File: config.mk
export PLATFORM = sky130hd
export DESIGN_NAME = mem_bus_arbiter
export DESIGN_NICKNAME = d
export VERILOG_FILES = /design/src/rtl/mem_bus_arbiter_pkg.sv /design/src/rtl/mem_bus_arbiter_prio.sv /design/src/rtl/mem_bus_arbiter.sv
export SDC_FILE = /design/constraint.sdc
export NUM_CORES = 1
export LEC_CHECK = 0
export ABC_AREA = 1
export BUFFER_PORTS_ARGS = -buffer_cell sky130_fd_sc_hd__buf_2
export CORE_AREA = 2 2 196 198
export CTS_CLUSTER_DIAMETER = 40
export DETAILED_ROUTE_END_ITERATION = 6
export DIE_AREA = 0 0 198 200
export PLACE_DENSITY = 0.64
export SKIP_LAST_GASP = 1
export SLEW_MARGIN = 10
export SYNTH_ARGS = -nofsm -noshare
export SYNTH_HDL_FRONTEND = slang
export SYNTH_SLANG_ARGS = --single-unit
File: constraint.sdc
create_clock -name clk -period 2.1 [get_ports clk]
set_input_delay 0.315 -clock clk [delete_from_list [all_inputs] [get_ports clk]]
set_output_delay 0.315 -clock clk [all_outputs]
set_load 0.1 [all_outputs]
File: src/rtl/mem_bus_arbiter_pkg.sv
// Shared widths, encodings and constants for the memory bus arbiter.
package mem_bus_arbiter_pkg;

  localparam int ARB_ADDR_W    = 64;
  localparam int ARB_DATA_W    = 64;
  localparam int ARB_INST_W    = 32;
  localparam int ARB_LS_STREAK = 4;

  // Wide enough for streak limits up to 15.
  localparam int STREAK_W = 4;

  // Fetches and loads always read the full bus word.
  localparam logic [7:0] WMASK_ALL = 8'hFF;

  typedef enum logic [1:0] {
    ST_IDLE = 2'd0,
    ST_REQ  = 2'd1,
    ST_WAIT = 2'd2
  } arb_state_t;

  typedef enum logic {
    OWN_IF = 1'b0,
    OWN_LS = 1'b1
  } arb_owner_t;

endpackage

File: src/rtl/mem_bus_arbiter_prio.sv
// Owner selection between fetch and load/store, with a bounded LSU streak so
// a busy load/store stream cannot starve instruction fetch indefinitely.
module mem_bus_arbiter_prio
  import mem_bus_arbiter_pkg::*;
#(
  parameter int LS_STREAK = ARB_LS_STREAK
) (
  input  logic clk,
  input  logic rst,
  input  logic i_if_req,
  input  logic i_ls_req,
  input  logic i_grant,
  output logic o_pick_ls
);

  localparam logic [STREAK_W-1:0] STREAK_MAX = STREAK_W'(LS_STREAK);

  logic [STREAK_W-1:0] r_streak;

  // Combinational pick: LSU wins ties until it has used up its streak.
  always_comb begin
    // NOTE: assigning a default first keeps every path driven, so no latch is inferred.
    o_pick_ls = 1'b0;
    if (i_ls_req && (!i_if_req || (r_streak != STREAK_MAX))) begin
      o_pick_ls = 1'b1;
    end
  end

  // Count consecutive LSU grants; saturate at the limit so the tie-break
  // comparison above stays exact, and clear on any fetch grant.
  always_ff @(posedge clk or negedge rst) begin
    if (!rst) begin
      r_streak <= '0;
    end else if (i_grant) begin
      // NOTE: sequential state uses non-blocking assignment so all flops update together.
      if (!o_pick_ls) begin
        r_streak <= '0;
      end else if (r_streak != STREAK_MAX) begin
        r_streak <= r_streak + 1'b1;
      end
    end
  end

endmodule

File: src/rtl/mem_bus_arbiter.sv
// Shares one external memory port between instruction fetch and load/store.
// One bus transaction is in flight at a time: IDLE picks and latches,
// REQ holds the request until granted, WAIT collects the response.
module mem_bus_arbiter
  import mem_bus_arbiter_pkg::*;
#(
  parameter int ADDR_W    = ARB_ADDR_W,
  parameter int DATA_W    = ARB_DATA_W,
  parameter int INST_W    = ARB_INST_W,
  parameter int LS_STREAK = ARB_LS_STREAK
) (
  input  logic              clk,
  input  logic              rst,
  input  logic              if_req,
  input  logic [ADDR_W-1:0] if_addr,
  input  logic              if_flush,
  output logic [INST_W-1:0] if_rdata,
  output logic              if_valid,
  input  logic              ls_re,
  input  logic              ls_we,
  input  logic [ADDR_W-1:0] ls_addr,
  input  logic [7:0]        ls_wmask,
  input  logic [DATA_W-1:0] ls_wdata,
  output logic [DATA_W-1:0] ls_rdata,
  output logic              ls_finish,
  output logic              bus_req,
  output logic              bus_we,
  output logic [ADDR_W-1:0] bus_addr,
  output logic [7:0]        bus_wmask,
  output logic [DATA_W-1:0] bus_wdata,
  input  logic              bus_gnt,
  input  logic              bus_rvalid,
  input  logic [DATA_W-1:0] bus_rdata
);

  arb_state_t        r_state;
  arb_owner_t        r_owner;
  logic              r_drop;
  logic              r_bus_req;
  logic              r_bus_we;
  logic [ADDR_W-1:0] r_bus_addr;
  logic [7:0]        r_bus_wmask;
  logic [DATA_W-1:0] r_bus_wdata;
  logic [INST_W-1:0] r_if_rdata;
  logic              r_if_valid;
  logic [DATA_W-1:0] r_ls_rdata;
  logic              r_ls_finish;

  logic w_ls_any;
  logic w_start;
  logic w_pick_ls;
  logic w_if_flush_hit;

  // A store wins when both ls_re and ls_we are raised together.
  assign w_ls_any = ls_re | ls_we;

  // The cycle carrying a done pulse is a dead arbitration cycle: the finished
  // requester's still-high request is ignored, and the other side waits one
  // cycle too so a requester re-raising right after its pulse competes fairly.
  assign w_start = (r_state == ST_IDLE) && !r_if_valid && !r_ls_finish
                   && (if_req || w_ls_any);

  // A redirect only matters while a fetch owns the bus.
  assign w_if_flush_hit = if_flush && (r_owner == OWN_IF);

  mem_bus_arbiter_prio #(
    .LS_STREAK (LS_STREAK)
  ) u_prio (
    .clk       (clk),
    .rst       (rst),
    .i_if_req  (if_req),
    .i_ls_req  (w_ls_any),
    .i_grant   (w_start),
    .o_pick_ls (w_pick_ls)
  );

  // Transaction FSM with registered bus fields and registered response pulses.
  always_ff @(posedge clk or negedge rst) begin
    if (!rst) begin
      r_state     <= ST_IDLE;
      r_owner     <= OWN_IF;
      r_drop      <= 1'b0;
      r_bus_req   <= 1'b0;
      r_bus_we    <= 1'b0;
      r_bus_addr  <= '0;
      r_bus_wmask <= '0;
      r_bus_wdata <= '0;
      r_if_rdata  <= '0;
      r_if_valid  <= 1'b0;
      r_ls_rdata  <= '0;
      r_ls_finish <= 1'b0;
    end else begin
      r_if_valid  <= 1'b0;
      r_ls_finish <= 1'b0;
      case (r_state)
        ST_IDLE: begin
          r_drop <= 1'b0;
          if (w_start) begin
            r_bus_req <= 1'b1;
            r_state   <= ST_REQ;
            if (w_pick_ls) begin
              r_owner     <= OWN_LS;
              r_bus_we    <= ls_we;
              r_bus_addr  <= ls_addr;
              r_bus_wmask <= ls_we ? ls_wmask : WMASK_ALL;
              r_bus_wdata <= ls_we ? ls_wdata : '0;
            end else begin
              r_owner     <= OWN_IF;
              r_bus_we    <= 1'b0;
              r_bus_addr  <= if_addr;
              r_bus_wmask <= WMASK_ALL;
              r_bus_wdata <= '0;
            end
          end
        end
        ST_REQ: begin
          if (w_if_flush_hit) begin
            r_drop <= 1'b1;
          end
          if (bus_gnt) begin
            r_bus_req <= 1'b0;
            r_state   <= ST_WAIT;
          end
        end
        ST_WAIT: begin
          if (w_if_flush_hit) begin
            r_drop <= 1'b1;
          end
          if (bus_rvalid) begin
            r_state <= ST_IDLE;
            if (r_owner == OWN_LS) begin
              r_ls_finish <= 1'b1;
              r_ls_rdata  <= bus_rdata;
            end else if (!r_drop && !if_flush) begin
              // Word select uses the latched address; if_addr may have moved on.
              r_if_valid <= 1'b1;
              r_if_rdata <= r_bus_addr[2] ? bus_rdata[2*INST_W-1:INST_W]
                                          : bus_rdata[INST_W-1:0];
            end
          end
        end
        default: r_state <= ST_IDLE;
      endcase
    end
  end

  assign bus_req   = r_bus_req;
  assign bus_we    = r_bus_we;
  assign bus_addr  = r_bus_addr;
  assign bus_wmask = r_bus_wmask;
  assign bus_wdata = r_bus_wdata;
  assign if_rdata  = r_if_rdata;
  assign if_valid  = r_if_valid;
  assign ls_rdata  = r_ls_rdata;
  assign ls_finish = r_ls_finish;

endmodule

==> impl_results.md, run 1 <==
* Status: complete, no violations
* Total wire length at roughly 37 mm
* CTS tree: built
* Final Max Tran Viols at 0
* Startpoint Class: flip-flop
* Largest area contributor in the netlist: dfrtp_1
* Storage cell area at 0.00611 sq mm
* Starting density of the core at 0.292
* Crit path from: r_state[0]
* Most frequent cells in the layout: 677 x nand2_1, 505 x buf_2, 243 x dfrtp_1
* # rows at slightly above 70
* Detailed placement HPWL at 26.6 mm
* Global-route wire length before repair at 57.7 mm
* Die Height at around 200 um
* Clk Latency, worst-skew pair at ~0.53 ns
* Cts repair resizes at 0
* # clock sinks at between 200 and 250
* Final cycle utilization of the critical path at 0.922
* Gr usage total at 0.184
* Clk root buf: clkbuf_16
* Io pins at 508
* Num CTS Buffers at 44
* Final hold violation count at 0
* RSZ-0062 raised after global routing: false
* Top cells by area, synth: dfrtp_1 56%, nand2_1 23%, nand3_1 6.3%
* Gate Count Post-Synth at between 1000 and 1500
* Largest net degree at the start of global routing at between 100 and 150
* Worst EP required at 2.57 ns
* Synthesized area at between 0.01 and 0.015 sq mm
* Final Skew at ~0.017 ns
* Top cell type's share of synthesized area at 0.560
* 1st-iter DRT viols at 444
* Crit end category: flip-flop
* Hold Path Origin: ls_wdata[39]
* Achievable Freq at roughly 0.52 GHz
* Clock Tree Buf Depth at 3
* Count of cell types in the netlist at 25
* Syn. warnings at 0
* Via density at between 4 and 5
* Final GP Congestion at ~0.86
* H-tree levels at 2
* Gr ovfl total at 0
* # port buffers at slightly above 500
* Syn Area/Cell at between 7 and 8 sq um
* Number of global-route vias before repair at around 11000
* RR Startpoint: r_state[0]
* Crit Path Category: reg -> reg
* HP Class: in -> reg
* Final ANT Viol Nets at 0
* Critical path peak fanout at 37
* Multi-input gate area at around 0.0040 sq mm
* Flops & latches, synth at roughly 240
* Most common cell after layout, fill and taps aside: nand2_1
* Die area at between 0.03 and 0.04 sq mm
* Wire per inst at between 15 and 20 um
* Share of cells above drive strength 1 at 0.322
* Total negative setup slack at 0 ns
* Clock-pin slew on the worst setup and hold paths at 0.05 ns
* Fill cells at around 3600
* Initial antenna violation count at 4
* Nets at ~2200
* Total core area at roughly 0.037 sq mm
* P&R area growth vs syn at 50.2%
* DRC at 0
* Die width at 198 um
* Rel. slew slack at 0.522
* Min Clock Period, post-route at approximately 1.9 ns
* Setup-failing EPs final at 0
* # Max-Cap Violations at 0
* Vias at 11200
* Critical path data arrival time at 2.40 ns
* DRT Pass-1 Iters at 7
* Syn Nets at 1643
* Least-Margin Pin Slew at 0.717 ns
* Seq/Total Area, Yosys at 0.560
==> cells by family (layout without fill, tap and decap cells) <==
kind of cell    after synthesis  after routing  synth area share
buf+inv                     169            778            0.0708
flops                       244            244             0.560
xor+xnor                      2              2           0.00161
other cells                   0              2                 0
simple gates                836            836             0.311
fa+ha+maj                     7              7           0.00803
compound gates              106            106            0.0489
==> layer usage <==
layer / up-vias / GRT usage / share of wire
met5: - / 0 / 0.00072
met4: 4 / 0.0961 / 0.048
met3: 115 / 0.0637 / 0.095
met2: 505 / 0.305 / 0.47
met1: 5216 / 0.211 / 0.39
li1: 5396 / - / -
==> synth_stat cells <==
library cell / instances
buf_1: 4
buf_2: 44
buf_4: 8
buf_6: 7
clkbuf_1: 22
dfrtp_1: 244
ha_1: 7
inv_1: 80
inv_2: 4
nand2_1: 677
nand2_2: 2
nand2_4: 1
nand3_1: 137
nand3b_1: 3
nand4_1: 2
nor2_1: 1
nor2_2: 2
nor2_4: 2
nor4_2: 1
o21ai_0: 94
o21ai_1: 11
o21bai_1: 1
or2_2: 8
xnor2_1: 1
xor2_1: 1
==> worst max-delay path: stages, from the launching register on <==
cell	delay, ns
dfrtp_1	0.41
inv_1	0.13
ha_1	0.22
nand2_1	0.06
nor2_1	0.17
nand2_4	0.12
nor2_4	0.14
buf_12	0.20
buf_12	0.20
nand3_1	0.09
nand2_1	0.11
==> area by class of cell <==
type / instances / share of cell area
Antenna cell: 2 / 0.000306
Clock buffer: 53 / 0.0737
Clock inverter: 28 / 0.0222
Inverter: 84 / 0.0193
Multi-Input combinational cell: 951 / 0.247
Sequential cell: 244 / 0.373
Tap cell: 511 / 0.0390
Timing Repair Buffer: 613 / 0.226
==> metrics by stage <==
stage	hold slack [ns]	setup WS [ns]	std cells	utilization	instance area [sq um]
4_1_cts	0.000990	0.171	2484	0.438	16400
6_report	0.0269	0.164	2486	0.438	16400
3_3_place_gp	0.322	0.285	2328	0.376	14000
3_5_place_dp	0.323	0.197	2328	0.376	14000
2_1_floorplan	0.0194	0.244	1364	-	10900
5_1_grt	0.00388	0.00792	2485	0.438	16400
==> worst paths after layout <==
check / endpoint / slack [ns] / cells after the start
max reg2reg: bus_wdata[43] / 0.16 / 10
max in group asynchronous: bus_wdata[36] / 1.09 / 3
max: bus_wdata[43] / 0.16 / 10
min reg2reg: ls_rdata[44] / 0.46 / 2
min: bus_wdata[39] / 0.03 / 3
min in group asynchronous: ls_rdata[32] / 0.35 / 2
==> timing repair <==
item | CTS | global route
hold buffers | 75 | 0
endpoints found under the hold margin | 127 | 0
endpoints found under the setup margin | 0 | 0
setup buffers | 0 | 0
==> registers in the layout, indices dropped and copies added (netlist names) <==
name             flops
bus_addr            64
r_drop               1
u_prio.r_streak      4
bus_wdata           64
bus_wmask            8
r_state              2
ls_rdata            64
bus_we               1
if_valid             1
r_owner              1
if_rdata            32
ls_finish            1
bus_req              1
Power of run 1 is not shown: default switching activity piles up to over one toggle a cycle in this logic, so the estimate is an artifact.
==> run 2: changes to the inputs <==
HOLD_SLACK_MARGIN = 0.12   (was unset)
==> impl_results.md, run 2 (synthesized netlist as in run 1, its figures left out) <==
* Largest net degree at the start of global routing at 108 (unchanged)
* Die width at 198 um (unchanged)
* Crit path from: r_state[0]
* Clk Latency, worst-skew pair at 0.53 ns (about the same)
* Rel. slew slack at 0.508 (-0.0134)
* Number of global-route vias before repair at 12400 (+11%)
* Starting density of the core at 0.292 (unchanged)
* DRC at 0 (unchanged)
* Clock Tree Buf Depth at 3 (unchanged)
* Final Skew at 0.0192 ns (+0.00209 ns)
* # port buffers at 507 (unchanged)
* Clock-pin slew on the worst setup and hold paths at 0.05 ns (about the same)
* # rows at 71 (unchanged)
* # clock sinks at 244 (unchanged)
* Most frequent cells in the layout: 677 x nand2_1, 505 x buf_2, 243 x dfrtp_1, 243 x dlygate4sd3_1, 137 x nand3_1
* Total core area at 0.0374 sq mm (unchanged)
* Startpoint Class: flip-flop
* Worst EP required at 2.56 ns (about the same)
* # Max-Cap Violations at 0 (unchanged)
* Detailed placement HPWL at 26.6 mm (unchanged)
* Crit end category: flip-flop
* Post-CTS Setup Repair Bufs at 0 (unchanged)
* Worst reg2reg path depth at 10 (unchanged)
* Clk root buf: clkbuf_16
* 1st-iter DRT viols at 557 (+25%)
* CTS tree: built
* Vias at 12300 (+9.4%)
* Gr ovfl total at 0 (unchanged)
* DRT Pass-1 Iters at 6 (-1)
* Num CTS Buffers at 44 (unchanged)
* Setup-failing EPs final at 0 (unchanged)
* Most common cell after layout, fill and taps aside: nand2_1
* Final ANT Viol Nets at 0 (unchanged)
* Critical path data arrival time at 2.41 ns (about the same)
* Crit Path Category: reg -> reg
* Io pins at 508 (unchanged)
* Final GP Congestion at 0.861 (unchanged)
* Achievable Freq at 0.512 GHz (-0.85%)
* Critical path peak fanout at 37 (unchanged)
* Die area at 0.0396 sq mm (unchanged)
* Final hold violation count at 0 (unchanged)
* Hold Path Depth at 5 (+2)
* Fill cells at 3345 (-7.6%)
* Initial antenna violation count at 4 (unchanged)
* Wire per inst at 15.7 um (+4.8%)
* HP Class: in -> reg
* Hold Path Origin: ls_addr[6]
* Nets at 2385 (+7.6%)
* RSZ-0062 raised after global routing: false
* Final Max Tran Viols at 0 (unchanged)
* Via density at 4.63 (+2.4%)
* H-tree levels at 2 (unchanged)
* Total negative setup slack at 0 ns (unchanged)
* Global-route wire length before repair at 64.1 mm (+11%)
* Gr usage total at 0.205 (+0.0207)
* P&R area growth vs syn at 65.6%
* Min Clock Period, post-route at 1.95 ns (+0.0167 ns)
* Final cycle utilization of the critical path at 0.930 (+0.00794)
* Least-Margin Pin Slew at 0.737 ns (+0.0201 ns)
* Status: complete, no violations
* Die Height at 200 um (unchanged)
* Share of cells above drive strength 1 at 0.297 (-0.0253)
* Cts repair resizes at 0 (unchanged)
* Total wire length at 41.8 mm (+12%)
* RR Startpoint: r_state[0]
run 2: cell count changes in the layout (fill, tap and decap cells not counted), sizes merged:
cell | previous run | this run
dlygate4sd3 | 75 | 243
run 2: layout make-up:
type                    count  area, sq um  share of cell area
flip-flops and latches    244         6110               0.338
repair buffers            781         5380               0.298
multi-input cells         951         4040               0.224
clock buffers              53         1210              0.0669
well taps                 511          639              0.0354
clock inverters            28          364              0.0202
inverters                  84          315              0.0175
diodes                      2         5.00            0.000277
run 2: worst max-delay path, stage by stage, from the launching register on:
cell and delay (ns):
dfrtp_1 0.41, inv_1 0.13, ha_1 0.22, nand2_1 0.07
nor2_1 0.17, nand2_4 0.12, nor2_4 0.14, buf_12 0.20
buf_12 0.20, nand3_1 0.08, nand2_1 0.12
run 2: stage by stage:
| step | utilization | cell area [sq um] | worst slack (ns) | hold slack (ns) | instances |
|---|---|---|---|---|---|
| 6_report | 0.483 | 18100 | 0.147 | 0.133 | 2654 |
| 5_1_grt | 0.483 | 18100 | 0.00755 | 0.132 | 2653 |
| 4_1_cts | 0.483 | 18000 | 0.171 | 0.121 | 2652 |
| 3_5_place_dp | 0.376 | 14000 | 0.197 | 0.323 | 2328 |
| 3_3_place_gp | 0.376 | 14000 | 0.285 | 0.322 | 2328 |
| 2_1_floorplan | - | 10900 | 0.244 | 0.0194 | 1364 |
run 2: path summary, 6_finish.rpt:
check                      slack (ns)            end
max reg2reg                      0.15  bus_wdata[42]
min reg2reg                      0.46   ls_rdata[34]
max in group asynchronous        1.08  bus_wdata[36]
min in group asynchronous        0.35   ls_rdata[32]
max                              0.15  bus_wdata[42]
min                              0.13    bus_addr[6]
run 2: repair_timing:
| item | CTS | global route |
|---|---|---|
| hold buffers | 243 | 0 |
| endpoints found under the setup margin | 0 | 0 |
| hold endpoints to repair | 265 | 0 |
run 2: per-layer routing:
metal / global-route usage / part of all wire
met1: 0.228 / 0.37
met2: 0.341 / 0.47
met3: 0.0645 / 0.095
met4: 0.130 / 0.063
met5: 0 / 0.00072
Power of run 2 is left out for the same reason.
